### src/rtl/mirfak_lsu_stage.sv
// mirfak_lsu_stage: write-back stage load/store unit.
// Takes one load or store from the pipeline, checks alignment and access
// format, and runs a single Wishbone-style classic cycle on the data bus.
// It reports completion, load data, misalignment and access faults.
//
// Handshake: a request is accepted only in IDLE, in the cycle it is presented
// (lsu_busy_o rises combinationally). Once cyc/stb are raised, every bus output
// is held until the first edge that samples ack or err (ack has priority).
// The pipeline sees exactly one DONE cycle after that edge.
module mirfak_lsu_stage #(
    parameter int unsigned BUS_TIMEOUT      = 0,
    parameter bit          ENABLE_FMT_CHECK = 1'b1
) (
    input  logic        clk_i,
    input  logic        rst_ni,
    input  logic [31:0] wb_alu_result_i,
    input  logic [31:0] wb_lsu_wdata_i,
    input  logic [2:0]  wb_funct3_i,
    input  logic        wb_mem_read_i,
    input  logic        wb_mem_write_i,
    input  logic        wb_bubble_i,
    input  logic        wb_exception_i,
    input  logic        wb_kill_i,
    output logic [31:0] dwbm_addr_o,
    output logic [31:0] dwbm_dat_o,
    output logic [3:0]  dwbm_sel_o,
    output logic        dwbm_cyc_o,
    output logic        dwbm_stb_o,
    output logic        dwbm_we_o,
    input  logic [31:0] dwbm_dat_i,
    input  logic        dwbm_ack_i,
    input  logic        dwbm_err_i,
    output logic [31:0] lsu_rdata_o,
    output logic        lsu_done_o,
    output logic        lsu_busy_o,
    output logic        lsu_ld_misaligned_o,
    output logic        lsu_st_misaligned_o,
    output logic        lsu_ld_fault_o,
    output logic        lsu_st_fault_o,
    output logic [31:0] lsu_mtval_o
);

    localparam logic [1:0] S_IDLE = 2'd0;
    localparam logic [1:0] S_BUSY = 2'd1;
    localparam logic [1:0] S_DONE = 2'd2;

    logic [1:0]  r_state;
    logic        r_cyc;
    logic        r_we;
    logic        r_acc_wr;   // access direction, kept after we drops
    logic [31:0] r_addr;
    logic [3:0]  r_sel;
    logic [31:0] r_dat;
    logic [31:0] r_rdata;
    logic [31:0] r_mtval;    // byte address of the access in flight
    logic [2:0]  r_f3;
    logic        r_fault;
    logic        r_killed;
    logic [31:0] r_cnt;

    logic        w_req;
    logic        w_idle_req;
    logic        w_fmt_bad;
    logic        w_misaligned;
    logic        w_issue;
    logic        w_timeout;
    logic        w_report;
    logic [1:0]  w_size;
    logic [3:0]  w_sel;
    logic [31:0] w_st_dat;
    logic [7:0]  w_byte;
    logic [15:0] w_half;
    logic [31:0] w_ld_data;

    // Reset is folded in so no flag or busy can show while rst_ni is low.
    assign w_req = rst_ni & (wb_mem_read_i | wb_mem_write_i) & ~wb_bubble_i
                   & ~wb_exception_i & ~wb_kill_i;
    assign w_idle_req = w_req & (r_state == S_IDLE);

    assign w_fmt_bad = ENABLE_FMT_CHECK && ((wb_funct3_i == 3'b011) ||
                       (wb_funct3_i == 3'b110) || (wb_funct3_i == 3'b111));
    // Unflagged 011/110/111 fall back to a full word access.
    assign w_size = (wb_funct3_i[1:0] == 2'b11) ? 2'b10 : wb_funct3_i[1:0];
    assign w_misaligned = ~w_fmt_bad &
                          (((w_size == 2'b01) & wb_alu_result_i[0]) |
                           ((w_size == 2'b10) & (wb_alu_result_i[1:0] != 2'b00)));
    assign w_issue = w_idle_req & ~w_fmt_bad & ~w_misaligned;

    assign w_timeout = (BUS_TIMEOUT != 0) && (r_cnt == BUS_TIMEOUT - 1);
    assign w_report  = (r_state == S_DONE) & ~r_killed;

    // Byte lanes and write data replication for the requested store size.
    always_comb begin
        w_sel    = 4'b1111;
        w_st_dat = wb_lsu_wdata_i;
        case (w_size)
            2'b00: begin
                w_sel    = 4'b0001 << wb_alu_result_i[1:0];
                w_st_dat = {4{wb_lsu_wdata_i[7:0]}};
            end
            2'b01: begin
                w_sel    = wb_alu_result_i[1] ? 4'b1100 : 4'b0011;
                w_st_dat = {2{wb_lsu_wdata_i[15:0]}};
            end
            default: begin
                w_sel    = 4'b1111;
                w_st_dat = wb_lsu_wdata_i;
            end
        endcase
    end

    // Pick the addressed lane out of the returned bus word and extend it.
    always_comb begin
        w_byte    = 8'h00;
        w_half    = r_mtval[1] ? dwbm_dat_i[31:16] : dwbm_dat_i[15:0];
        w_ld_data = dwbm_dat_i;
        case (r_mtval[1:0])
            2'b00:   w_byte = dwbm_dat_i[7:0];
            2'b01:   w_byte = dwbm_dat_i[15:8];
            2'b10:   w_byte = dwbm_dat_i[23:16];
            default: w_byte = dwbm_dat_i[31:24];
        endcase
        case (r_f3)
            3'b000:  w_ld_data = {{24{w_byte[7]}}, w_byte};
            3'b001:  w_ld_data = {{16{w_half[15]}}, w_half};
            3'b100:  w_ld_data = {24'h000000, w_byte};
            3'b101:  w_ld_data = {16'h0000, w_half};
            default: w_ld_data = dwbm_dat_i;
        endcase
    end

    // Access FSM: capture the bus cycle in IDLE, wait for ack/err/timeout, report once.
    always_ff @(posedge clk_i or negedge rst_ni) begin
        if (!rst_ni) begin
            r_state  <= S_IDLE;
            r_cyc    <= 1'b0;
            r_we     <= 1'b0;
            r_acc_wr <= 1'b0;
            r_addr   <= 32'h0;
            r_sel    <= 4'h0;
            r_dat    <= 32'h0;
            r_rdata  <= 32'h0;
            r_mtval  <= 32'h0;
            r_f3     <= 3'b000;
            r_fault  <= 1'b0;
            r_killed <= 1'b0;
            r_cnt    <= 32'h0;
        end else begin
            case (r_state)
                S_IDLE: begin
                    if (w_issue) begin
                        r_state  <= S_BUSY;
                        r_cyc    <= 1'b1;
                        r_we     <= wb_mem_write_i;
                        r_acc_wr <= wb_mem_write_i;
                        r_addr   <= {wb_alu_result_i[31:2], 2'b00};
                        r_sel    <= w_sel;
                        r_dat    <= wb_mem_write_i ? w_st_dat : 32'h0;
                        r_mtval  <= wb_alu_result_i;
                        r_f3     <= wb_funct3_i;
                        r_fault  <= 1'b0;
                        r_killed <= 1'b0;
                        r_cnt    <= 32'h0;
                    end
                end
                S_BUSY: begin
                    r_cnt <= r_cnt + 32'd1;
                    // The bus cycle still finishes; only the report is dropped.
                    if (wb_kill_i) begin
                        r_killed <= 1'b1;
                    end
                    if (dwbm_ack_i | dwbm_err_i | w_timeout) begin
                        r_state <= S_DONE;
                        r_cyc   <= 1'b0;
                        r_we    <= 1'b0;
                        if (dwbm_ack_i) begin
                            if (!r_acc_wr) begin
                                r_rdata <= w_ld_data;
                            end
                        end else begin
                            r_fault <= 1'b1;
                        end
                    end
                end
                S_DONE:  r_state <= S_IDLE;
                default: r_state <= S_IDLE;
            endcase
        end
    end

    assign dwbm_addr_o = r_addr;
    assign dwbm_dat_o  = r_dat;
    assign dwbm_sel_o  = r_sel;
    assign dwbm_cyc_o  = r_cyc;
    assign dwbm_stb_o  = r_cyc;
    assign dwbm_we_o   = r_we;

    assign lsu_rdata_o = r_rdata;
    assign lsu_busy_o  = (r_state == S_BUSY) | w_issue;
    assign lsu_done_o  = w_report & ~r_fault;

    assign lsu_ld_misaligned_o = w_idle_req & ~wb_mem_write_i & w_misaligned;
    assign lsu_st_misaligned_o = w_idle_req &  wb_mem_write_i & w_misaligned;
    assign lsu_ld_fault_o = (w_idle_req & ~wb_mem_write_i & w_fmt_bad) |
                            (w_report & r_fault & ~r_acc_wr);
    assign lsu_st_fault_o = (w_idle_req &  wb_mem_write_i & w_fmt_bad) |
                            (w_report & r_fault &  r_acc_wr);
    assign lsu_mtval_o = (w_idle_req & (w_fmt_bad | w_misaligned)) ?
                         wb_alu_result_i : r_mtval;

endmodule

### config.mk
export PLATFORM = sky130hd
export DESIGN_NAME = mirfak_lsu_stage
export DESIGN_NICKNAME = d
export VERILOG_FILES = /design/src/rtl/mirfak_lsu_stage.sv
export SDC_FILE = /design/constraint.sdc
export NUM_CORES = 1
export LEC_CHECK = 0
export CORE_UTILIZATION = 40
export DETAILED_ROUTE_END_ITERATION = 8
export PLACE_DENSITY = 0.81
export SYNTH_ARGS = -nofsm -noshare
export SYNTH_HDL_FRONTEND = slang
export SYNTH_SLANG_ARGS = --single-unit
### constraint.sdc
create_clock -name clk_i -period 2.5 [get_ports clk_i]
set_input_delay 0.625 -clock clk_i [delete_from_list [all_inputs] [get_ports clk_i]]
set_output_delay 0.625 -clock clk_i [all_outputs]
set_load 0.1 [all_outputs]
# --- Yosys cells after proc, flatten, opt, wreduce, memory -nomap -nowiden ---
# Index checks and enable logic that the tools add are counted.
classes:
  eq_ne: 17
  n_addsub: 0
  mux: 23
  shifts: 1
  n_reduce_logical: 14
  bitwise: 38
  mul: 0
  n_div: 0
  n_lt_le_gt_ge: 0
op_table:
  columns: ["operator", "count"]
  rows:
  - ["32-bit one-hot mux with 4 select lines", 1]
  - ["32-bit two-way mux", 2]
  - ["32-bit one-hot mux with 2 select lines", 1]
  - ["8-bit one-hot mux with 3 select lines", 1]
  - ["1-bit bitwise AND", 22]
  - ["16-bit two-way mux", 1]
  - ["3-bit equality test (second input constant)", 4]
  - ["1-bit inverter", 9]
  - ["2-bit equality test (second input constant)", 4]
  - ["2-bit != test (second input constant)", 4]
  - ["1-bit one-hot mux with 2 select lines", 4]
  - ["4-bit one-hot mux with 2 select lines", 1]
  - ["4-bit AND reduction", 2]
  - ["1-bit two-way mux", 7]
  - ["1-bit OR", 7]
  - ["2-bit by 1-bit equality test with 1-bit output (second input constant)", 3]
  - ["2-bit logical NOT", 3]
  - ["2-bit two-way mux", 3]
  - ["3-bit AND reduction", 2]
  - ["4-bit two-way mux", 1]
  - ["2-bit one-hot mux with 2 select lines", 1]
  - ["2-bit AND reduction", 2]
  - ["2-bit nonzero test", 2]
  - ["1-bit by 2-bit << shifter with 4-bit output (first input constant)", 1]
  - ["other kinds (4)", 5]
totals:
  latch_bits: 0
  memories: 0
  input_bits: 108
  ramBits: 0
  mem_bits_ro: 0
  register_bits: 140
  elab_cells: 105

# --- Logic depth before layout (Yosys ltp) ---
# Gate-level depths: netlist of the first run.
depth:
  depth_word: 10
  ltp_mapped: 7

# --- Least setup slack after synthesis of the first run ---
# No wires, ideal clock.
synth_path:
  kind: "input to output"
  startpoint: "in wb_funct3_i[1]"
  endpoint: "out lsu_st_fault_o"
  n_path_buf: 2
  path_stages: 4
  arrival_time_ns: 3.426
  slack_ns: -1.551
  required_ns: 1.875
  cell_sequence: "clkbuf_1 -> clkbuf_1 -> o21ai_0 -> o21ai_0"
synth_via:
  elab_chain_cells: 5
  word_cells_on_any_way: 7
  cone_classes: "eq/ne: 3; bitwise: 2; reduce/logical: 2"
synth_lines:
  columns: ["item", "line_no", "rtl"]
  rows:
  - ["from (decl)", "18", "input logic [2:0] wb_funct3_i,"]
  - ["3-bit by 2-bit equality test with 1-bit output / 3-bit equality test (equally long branches)", "80, 81", null]
  - ["1-bit logical OR", "80", "assign w_fmt_bad = ENABLE_FMT_CHECK && ((wb_funct3_i == 3'b011) ||"]
  - ["1-bit logical OR *", "81", "(wb_funct3_i == 3'b110) || (wb_funct3_i == 3'b111));"]
  - ["1-bit bitwise AND *", "206", "assign lsu_st_fault_o = (w_idle_req & wb_mem_write_i & w_fmt_bad) |"]
  - ["1-bit OR *", "206", null]
  - ["to (decl)", "39", "output logic lsu_st_fault_o,"]
# Mark *: on every way between the ends. The rest lies on a longest branch, timed or not.

# --- Final worst setup path of the first run ---
layout_path:
  startpoint: "reg r_state[1]"
  endpoint: "out lsu_mtval_o[4]"
layout_via:
  elab_chain_cells: 4
layout_lines:
  columns: ["item", "line_no", "rtl"]
  rows:
  - ["from (decl)", "47", "logic [1:0] r_state;"]
  - ["from (signal assigned)", "135", "r_state <= S_IDLE;"]
  - ["from (signal assigned)", "152", "r_state <= S_BUSY;"]
  - ["from (signal assigned)", "173", "r_state <= S_DONE;"]
  - ["2-bit logical NOT", "78", "assign w_idle_req = w_req & (r_state == S_IDLE);"]
  - ["1-bit bitwise AND", "78", null]
  - ["1-bit bitwise AND", "208", "assign lsu_mtval_o = (w_idle_req & (w_fmt_bad | w_misaligned)) ?"]
  - ["32-bit two-way mux", "208", null]
  - ["to (decl)", "40", "output logic [31:0] lsu_mtval_o"]
# No other way between the ends.

==> flow_summary.ini, run 1 <==
[status]
status = complete, but fails checks
failed_checks = setup timing

[finish]
drive_above_1_share = 0.370
mostFrequentLayoutCells = buf_4, dfrtp_1, clkdlybuf4s50_1
n_antenna_cell = 0
area_growth_pct = 53.6
stdcell_area_um2 = 9430
fillers = 1138
nets = 922
final_common_cell = buf_4

[floorplanning]
dieArea_um2 = 15800
initial_utilization = 0.416
coreArea_um2 = 14800
die_x_um = 126
rows = 44
ios = 249
fp.dieH_um = 126

[grt]
antenna_found_initial = 0
grt_pass1_wl_mm = 30.0
grt.overflow.total = 0
grt_start_max_net_pins = 66
grt_pass1_vias = 5478
grtUsageTotal = 0.245

[logic_synthesis]
yosys.area_share.simple = 0.110
yosys.area_share.xor_xnor = 0
yosys_most_used_dff = dfrtp_1
async_reset_ff_frac = 1.00
synthMuxAreaShare = 0.201
synth_edf_count = 0
syn_area_per_cell_um2 = 10.5
yosysWarnings = 0
synthCells = 584
synth_top_family_by_area = multiplexers
synth_compound_area_frac = 0.155
seq_area_frac_synth = 0.449
synth_cell_types = 47
synthAdderAreaFrac = 0
ys_ff_latch = 110
syn-cell-area_um2 = 6140

[routing]
drt_iter0_drc = 377
routed_wl_mm = 19.1
ant_nets = 0
vias = 5369
drcViolationCount = 0
vias_per_cell = 5.35
drtPass1Iterations = 4
wl_per_cell_um = 19.0

[power]
clkPwrFrac = 0.135
power_density_nw_per_um2 = 1170
p_int_mw = 4.87
power_frac_comb = 0.628
power.switching_mw = 6.19
vdd_drop_max_mv = 0.666
p_sw_frac = 0.559
p_seq_frac = 0.237
power.leakage_nw = 4.40

[placed_design]
routabilityCongestion = 0.828
portBuffers = 246
place_hpwl_mm = 14.1
place_area_um2 = 8950
dp_slack_ns = -0.612

[worst_setup_path]
cp.required_ns = 1.88
cp.depth = 7
startpoint = r_state[1]$_DFFE_PN0P_
critPathBufInv = 3
critPathMostFrequentCell = buf_12
cp_max_fo = 6
reg2reg_depth = 6
critPathMaxStageDelay_ns = 0.45
cp.arrival_ns = 2.24
reg2reg_to = r_mtval[9]$_DFFE_PN0P_
r2r_slack_ns = 0.45
setup.worst_path.end = lsu_mtval_o[4]
crit_type = register to output pin
worst_path_max_delay_cell = dfrtp_1
worst_path_dominant_cell_family = simple AND/OR/NAND/NOR gates
startpoint_type = register
rr_startpoint = r_state[1]$_DFFE_PN0P_
path_cells = nor4b_4 > and3_4 > nand2_8 > buf_12 > buf_16 > mux2_4 > buf_12
cp-end-kind = output pin

[timing]
finalSetupViolCount = 37
period_needed_ns = 2.87
drv_slew = 0
hold_viol_final = 0
rsz0062_at_grt = true
skew_ns = 0.00993
fin_crit_sh = 1.15
fin_ws_ns = -0.368
slew_headroom = 0.372
tightestPinTransition_ns = 0.939
max_freq_ghz = 0.349

[clock_network]
cts_hold_buf = 0
h-tree-depth = 3
clk_latency_ns = 0.35
cts_buffers = 9
cts_tree = built
cts.sinks = 110
clk_path_buf_depth = 2
clk_pin_slew_worst_paths_ns = 0.08
clockRootBuffer = clkbuf_16

[run]
max_cap_viol_count = 0

[hold_path]
min_path_type = input port to async pin
==> flip-flops by register name, summed over array words and instances (netlist names) <==
signal	flops
dwbm_sel_o	4
lsu_rdata_o	32
r_acc_wr	1
r_f3	3
r_state	2
r_mtval	32
dwbm_cyc_o	1
dwbm_we_o	1
dwbm_dat_o	32
r_fault	1
r_killed	1
==> cell type report <==
type	count	area (um2)	area share
clock inverter	7	80.1	0.00849
multi-input combinational	394	3100	0.329
inverter	6	22.5	0.00239
timing repair buffer	293	3020	0.320
clock buffer	9	225	0.0239
tap	184	230	0.0244
sequential	110	2750	0.292
==> worst min path at each step <==
stage	from	endpoint	slack, ns	cells past startpoint
floorplan	rst_ni	dwbm_cyc_o$_DFFE_PN0P_	0.33	0
global placement	dwbm_dat_o[29]$_DFFE_PN0P_	dwbm_dat_o[29]$_DFFE_PN0P_	0.46	2
detailed placement	dwbm_dat_o[29]$_DFFE_PN0P_	dwbm_dat_o[29]$_DFFE_PN0P_	0.47	2
CTS	rst_ni	r_mtval[31]$_DFFE_PN0P_	0.43	2
global route	rst_ni	r_mtval[31]$_DFFE_PN0P_	0.47	2
finish	rst_ni	r_mtval[21]$_DFFE_PN0P_	0.42	2
==> kinds of logic (layout without fill, tap and decap cells) <==
family          after synthesis  count (layout)
compound gates              153             153
simple gates                138             138
flops                       110             110
mux                         101             101
buf+inv                      81             315
other cells                   1               2
==> power by group through the flow <==
| stage | sequential [mW] | clock, mW | combinational [mW] |
|---|---|---|---|
| final | 2.62 | 1.50 | 6.94 |
| after global routing | 2.68 | 1.61 | 7.14 |
| after CTS | 2.62 | 1.53 | 6.96 |
| after detailed placement | 2.64 | 0 | 6.94 |
| after global placement | 2.63 | 0 | 6.89 |
| after floorplan | 4.83 | 0 | 3.07 |
==> what timing repair did <==
item / 4_1_cts / 5_1_grt
setup endpoints to repair: 39 / 37
gates resized for setup: 35 / 2
gates cloned: 3 / 0
pin swaps: 8 / 4
setup buffers: 10 / 2
==> synthesized netlist by cell type, drive strengths merged (5+ instances only) <==
cell | count | share of area
and2 | 7 | 0.0071
mux2 | 75 | 0.16
or3 | 8 | 0.0082
inv | 5 | 0.0031
o211ai | 16 | 0.020
mux2i | 26 | 0.042
o21ai | 58 | 0.047
nor2 | 10 | 0.0061
clkbuf | 21 | 0.018
a31oi | 7 | 0.0071
a21oi | 32 | 0.026
dfrtp | 110 | 0.45
buf | 54 | 0.063
o32a | 7 | 0.011
o31ai | 24 | 0.029
nand2 | 92 | 0.057
==> worst register-to-register path, stage by stage (launching register included) <==
cell and delay [ns]:
dfrtp_1 0.45, nor4b_4 0.32, buf_4 0.15, buf_4 0.11, o2111ai_4 0.17, buf_4 0.35
mux2_4 0.38
==> per-stage QoR <==
stage | cells | hold slack [ns] | util | setup TNS [ns] | power, mW
final | 1003 | 0.418 | 0.639 | -9.95 | 11.1
after global routing | 1003 | 0.467 | 0.639 | -12.04 | 11.4
after CTS | 1005 | 0.427 | 0.642 | -11.07 | 11.1
after detailed placement | 978 | 0.472 | 0.606 | -38.46 | 9.58
after global placement | 978 | 0.463 | 0.606 | -35.54 | 9.52
after floorplan | 585 | 0.329 | - | -0.946 | 7.90
==> layer usage <==
| layer | vias up | track usage | part of all wire |
|---|---|---|---|
| met5 | - | 0 | 0 |
| met4 | 0 | 0.0992 | 0.025 |
| met3 | 26 | 0.0637 | 0.076 |
| met2 | 245 | 0.410 | 0.49 |
| met1 | 2580 | 0.300 | 0.41 |
| li1 | 2518 | - | - |
No activity file was read; power rests on OpenSTA's default activity.
==> inputs of run 2 (changes only) <==
--- a/config.mk
+++ b/config.mk
@@ -5,9 +5,11 @@
 export SDC_FILE = /design/constraint.sdc
 export NUM_CORES = 1
 export LEC_CHECK = 0
-export CORE_UTILIZATION = 40
+export CELL_PAD_IN_SITES_DETAIL_PLACEMENT = 1
+export CELL_PAD_IN_SITES_GLOBAL_PLACEMENT = 1
+export CORE_UTILIZATION = 29
 export DETAILED_ROUTE_END_ITERATION = 8
-export PLACE_DENSITY = 0.81
+export PLACE_DENSITY = 0.79
 export SYNTH_ARGS = -nofsm -noshare
 export SYNTH_HDL_FRONTEND = slang
 export SYNTH_SLANG_ARGS = --single-unit
==> run 2 against run 1 <==
- the flow still finishes with violations (setup timing)
- global-route usage fell by 3.8 points
- first-iteration DRC count fell by 43%
- final cell count is 8.5% higher
- non-clock buffer count shrank 2
- sequential share of layout area fell by 0.44 points
- flip-flop and latch count unchanged
- utilization shrank 17 points
- combinational power rose by 0.9%
- highest routed layer unchanged
==> flow_summary.ini, run 2 (synthesized netlist as in run 1, its figures left out) <==
[status]
status = complete, but fails checks
failed_checks = setup timing

[placed_design]
portBuffers = 246
routabilityCongestion = 0.821
place_hpwl_mm = 16.5

[worst_setup_path]
worst_path_dominant_cell_family = simple AND/OR/NAND/NOR gates
cp-end-kind = output pin
cp.depth = 6
critPathBufInv = 2
cp.arrival_ns = 2.19
critPathMaxStageDelay_ns = 0.43
cp_max_fo = 8
crit_type = register to output pin
worst_path_max_delay_cell = dfrtp_1
path_cells = nor4b_4 > and3_4 > nand2_8 > buf_12 > mux2_4 > buf_12
reg2reg_depth = 7
cp.required_ns = 1.88
startpoint_type = register
critPathMostFrequentCell = buf_12

[finish]
final_common_cell = buf_4
area_growth_pct = 55.9
drive_above_1_share = 0.376
mostFrequentLayoutCells = buf_4, dfrtp_1, clkdlybuf4s50_1
fin_util = 0.467
nets = 920

[clock_network]
clockRootBuffer = clkbuf_16
h-tree-depth = 3
cts.sinks = 110
cts_tree = built
cts_buffers = 9
clk_latency_ns = 0.36
clk_pin_slew_worst_paths_ns = 0.08
clk_path_buf_depth = 2

[routing]
vias_per_cell = 4.97
drt_iter0_drc = 215
drtPass1Iterations = 4
vias = 5410
ant_nets = 0
drcViolationCount = 0
routed_wl_mm = 21.9
wl_per_cell_um = 20.2

[timing]
skew_ns = 0.00960
period_needed_ns = 2.81
hold_viol_final = 0
slew_headroom = 0.584
rsz0062_at_grt = true
finalSetupViolCount = 36
tightestPinTransition_ns = 0.623
drv_slew = 0
fin_ws_ns = -0.314
setup_tns_ns = -10.05
fin_crit_sh = 1.13
max_freq_ghz = 0.355

[grt]
grt_pass1_vias = 5851
grt_pass1_wl_mm = 34.3
grtUsageTotal = 0.207
grt_start_max_net_pins = 45
grt.overflow.total = 0
antenna_found_initial = 1

[floorplanning]
coreArea_um2 = 20500
ios = 249
dieArea_um2 = 21700
rows = 52
initial_utilization = 0.299
die_x_um = 147
fp.dieH_um = 147

[power]
p_int_mw = 4.83
p_seq_frac = 0.236
p_sw_frac = 0.564
power_density_nw_per_um2 = 1160
clkPwrFrac = 0.132
vdd_drop_max_mv = 0.762
power_frac_comb = 0.632
power.switching_mw = 6.24
p_total_mw = 11.1
power.leakage_nw = 4.43

[hold_path]
min_path_type = input port to async pin

[run]
max_cap_viol_count = 0
-- run 2: cell count changes in the layout (fill, tap and decap cells not counted), sizes merged --
cell,before,now
buf,187,185
bufinv,1,0
clkbuf,9,15
clkdlybuf4s15,4,1
clkinv,3,2
diode,0,1
dlygate4sd2,5,3
dlymetal6s2s,0,1
-- run 2: power groups by stage --
stage	clock network (mW)	registers, mW	logic, mW
after detailed placement	0	2.64	7.02
final	1.46	2.61	7.00
after CTS	1.52	2.61	7.04
after floorplan	0	4.83	3.07
after global placement	0	2.62	6.94
after global routing	1.57	2.67	7.22
-- run 2: stage by stage --
step                      area, um2  hold slack [ns]  std cells  setup WS (ns)
after global routing           9570            0.361       1087         -0.383
final                          9570            0.328       1088         -0.314
after detailed placement       9100            0.467       1065         -0.608
after floorplan                6360            0.329        585         -0.221
after global placement         9100            0.464       1065         -0.581
after CTS                      9550            0.348       1085         -0.420
-- run 2: area by class of cell --
type                    instances  area (um2)
fillers                      2199       10900
multi-input cells             394        3110
repair buffers                291        3060
flip-flops and latches        110        2750
clock inverters                 5        38.8
diodes                          1        2.50
well taps                     270         338
clock buffers                  11         253
inverters                       6        22.5
-- run 2: final timing paths --
check / from / endpoint / slack (ns)
min in group clk_i: dwbm_dat_o[22]$_DFFE_PN0P_ / dwbm_dat_o[22]$_DFFE_PN0P_ / 0.48
min reg2reg: dwbm_dat_o[22]$_DFFE_PN0P_ / dwbm_dat_o[22]$_DFFE_PN0P_ / 0.48
max in group asynchronous: rst_ni / dwbm_dat_o[19]$_DFFE_PN0P_ / 1.24
max reg2reg: r_state[1]$_DFFE_PN0P_ / dwbm_dat_o[1]$_DFFE_PN0P_ / 0.52
max: r_state[1]$_DFFE_PN0P_ / lsu_mtval_o[12] / -0.31
min: rst_ni / r_mtval[10]$_DFFE_PN0P_ / 0.33
-- run 2: timing repair --
item,4_1_cts,5_1_grt
pin swaps,9,8
setup buffers,1,2
gates resized for setup,28,13
cloned,4,0
endpoints found under the setup margin,37,45
hold buffers,0,0
-- run 2: metal layers --
metal,up-vias,GRT usage,routed length (um)
li1,2505,-,-
met1,2679,0.246,8910
met2,202,0.353,10900
met3,24,0.0660,1690
met4,0,0.0660,467
met5,-,0,0
==> inputs of run 3 (changes only) <==
--- a/config.mk
+++ b/config.mk
@@ -5,6 +5,7 @@
 export SDC_FILE = /design/constraint.sdc
 export NUM_CORES = 1
 export LEC_CHECK = 0
+export CAP_MARGIN = 5
 export CELL_PAD_IN_SITES_DETAIL_PLACEMENT = 1
 export CELL_PAD_IN_SITES_GLOBAL_PLACEMENT = 1
 export CORE_UTILIZATION = 29
==> constraint.sdc (replaced) <==
create_clock -name clk_i -period 2.5 [get_ports clk_i]
set_input_delay 0.625 -clock clk_i [delete_from_list [all_inputs] [get_ports clk_i]]
set_output_delay 0.625 -clock clk_i [all_outputs]
set_load 0.02 [all_outputs]
==> run 3 against run 2 <==
- the run still ends with setup timing left
- via count grew 1.0%
- clock power is essentially flat
- global-route usage shrank 0.26 points
- final cell count grew 1.9%
- critical endpoint is now lsu_mtval_o[19]
- largest power group unchanged
==> flow_summary.ini, run 3 (synthesized netlist as in run 1, its figures left out) <==
[status]
status = complete, but fails checks
failed_checks = setup timing

[routing]
routed_wl_mm = 22.0
drtPass1Iterations = 4
vias_per_cell = 4.93
vias = 5466
wl_per_cell_um = 19.9
ant_nets = 0
drt_iter0_drc = 152
drcViolationCount = 0

[timing]
fin_crit_sh = 1.10
slew_headroom = 0.394
period_needed_ns = 2.75
holdWs_ns = 0.437
rsz0062_at_grt = true
hold_viol_final = 0
tightestPinTransition_ns = 0.910
finalSetupViolCount = 37
skew_ns = 0.00723
setup_tns_ns = -7.73
fin_ws_ns = -0.250
max_freq_ghz = 0.364
drv_slew = 0

[worst_setup_path]
worst_path_max_delay_cell = dfrtp_1
critPathBufInv = 2
startpoint_type = register
cp.required_ns = 1.88
cp_max_fo = 8
crit_type = register to output pin
critPathMaxStageDelay_ns = 0.43
reg2reg_depth = 7
cp.arrival_ns = 2.13
path_cells = nor4b_4 > and3_4 > nand2_8 > buf_12 > mux2_4 > buf_6
cp.depth = 6
worst_path_dominant_cell_family = simple AND/OR/NAND/NOR gates
cp-end-kind = output pin

[floorplanning]
coreArea_um2 = 20500
die_x_um = 147
initial_utilization = 0.299
dieArea_um2 = 21700
ios = 249
fp.dieH_um = 147
rows = 52

[placed_design]
place_area_um2 = 9080
routabilityCongestion = 0.809
dp_slack_ns = -0.950
portBuffers = 246
place_hpwl_mm = 16.5
dp.cells = 1084

[clock_network]
clk_path_buf_depth = 2
cts.sinks = 110
cts_tree = built
cts_hold_buf = 0
clockRootBuffer = clkbuf_16
clk_latency_ns = 0.36
h-tree-depth = 3
clk_pin_slew_worst_paths_ns = 0.08
cts_buffers = 9

[grt]
grt.overflow.total = 0
grt_pass1_vias = 5898
grt_pass1_wl_mm = 34.1
antenna_found_initial = 2
grtUsageTotal = 0.204
grt_start_max_net_pins = 66

[finish]
drive_above_1_share = 0.262
fin_util = 0.469
fillers = 2264
area_growth_pct = 56.6
stdcell_area_um2 = 9610
nets = 940
final_cells = 1109
mostFrequentLayoutCells = clkdlybuf4s50_1, dfrtp_1, nand2_1
final_common_cell = clkdlybuf4s50_1

[run]
max_cap_viol_count = 0

[power]
p_total_mw = 7.44
power_density_nw_per_um2 = 774
power.leakage_nw = 4.28
vdd_drop_max_mv = 0.332

[hold_path]
min_path_type = input port to async pin
-- run 3: routing by layer --
| layer | vias up | part of all wire | GRT usage |
|---|---|---|---|
| met1 | 2715 | 0.42 | 0.246 |
| met3 | 27 | 0.073 | 0.0577 |
| li1 | 2537 | - | - |
| met5 | - | 0 | 0 |
| met4 | 0 | 0.020 | 0.0696 |
| met2 | 187 | 0.49 | 0.349 |
-- run 3: power breakdown --
group          internal [mW]  leakage (nW)  switching, mW
Sequential              2.23          1.37          0.361
Clock                  0.762         0.145          0.699
Combinational           1.78          2.77           1.61
Total                   4.77          4.28           2.67
-- run 3: worst register-to-register path, delay by kind of cell, from the launching register on --
family                 cells  cell delay [ns]
AOI/OAI and AO/OA          2             0.34
buffers and inverters      4             0.76
DFF                        1             0.43
and+or+nand+nor            1             0.32
-- run 3: area by class of cell --
type,instances,area [um2],share of cell area
timing repair buffer,311,3130,0.326
multi-input combinational,394,3070,0.319
sequential,110,2750,0.286
tap,270,338,0.0351
clock buffer,12,267,0.0277
clock inverter,4,30.0,0.00312
inverter,6,22.5,0.00234
antenna,2,5.00,0.000521
-- run 3: final timing paths --
path                                            from                         end  slack, ns
setup / recovery              r_state[1]$_DFFE_PN0P_             lsu_mtval_o[19]      -0.25
hold / removal                                rst_ni     r_mtval[20]$_DFFE_PN0P_       0.44
setup reg to reg              r_state[1]$_DFFE_PN0P_  dwbm_dat_o[11]$_DFFE_PN0P_       0.56
hold reg to reg            dwbm_dat_o[0]$_DFFE_PN0P_   dwbm_dat_o[0]$_DFFE_PN0P_       0.48
max in group asynchronous                     rst_ni  lsu_rdata_o[7]$_DFFE_PN0P_       0.73
min in group clk_i         dwbm_dat_o[0]$_DFFE_PN0P_   dwbm_dat_o[0]$_DFFE_PN0P_       0.48
-- run 3: timing repair --
action,CTS,global route
endpoints found under the hold margin,0,0
setup endpoints to repair,38,38
pin swaps,9,8
gates resized for setup,248,14
gates cloned,2,0
setup buffers,2,4
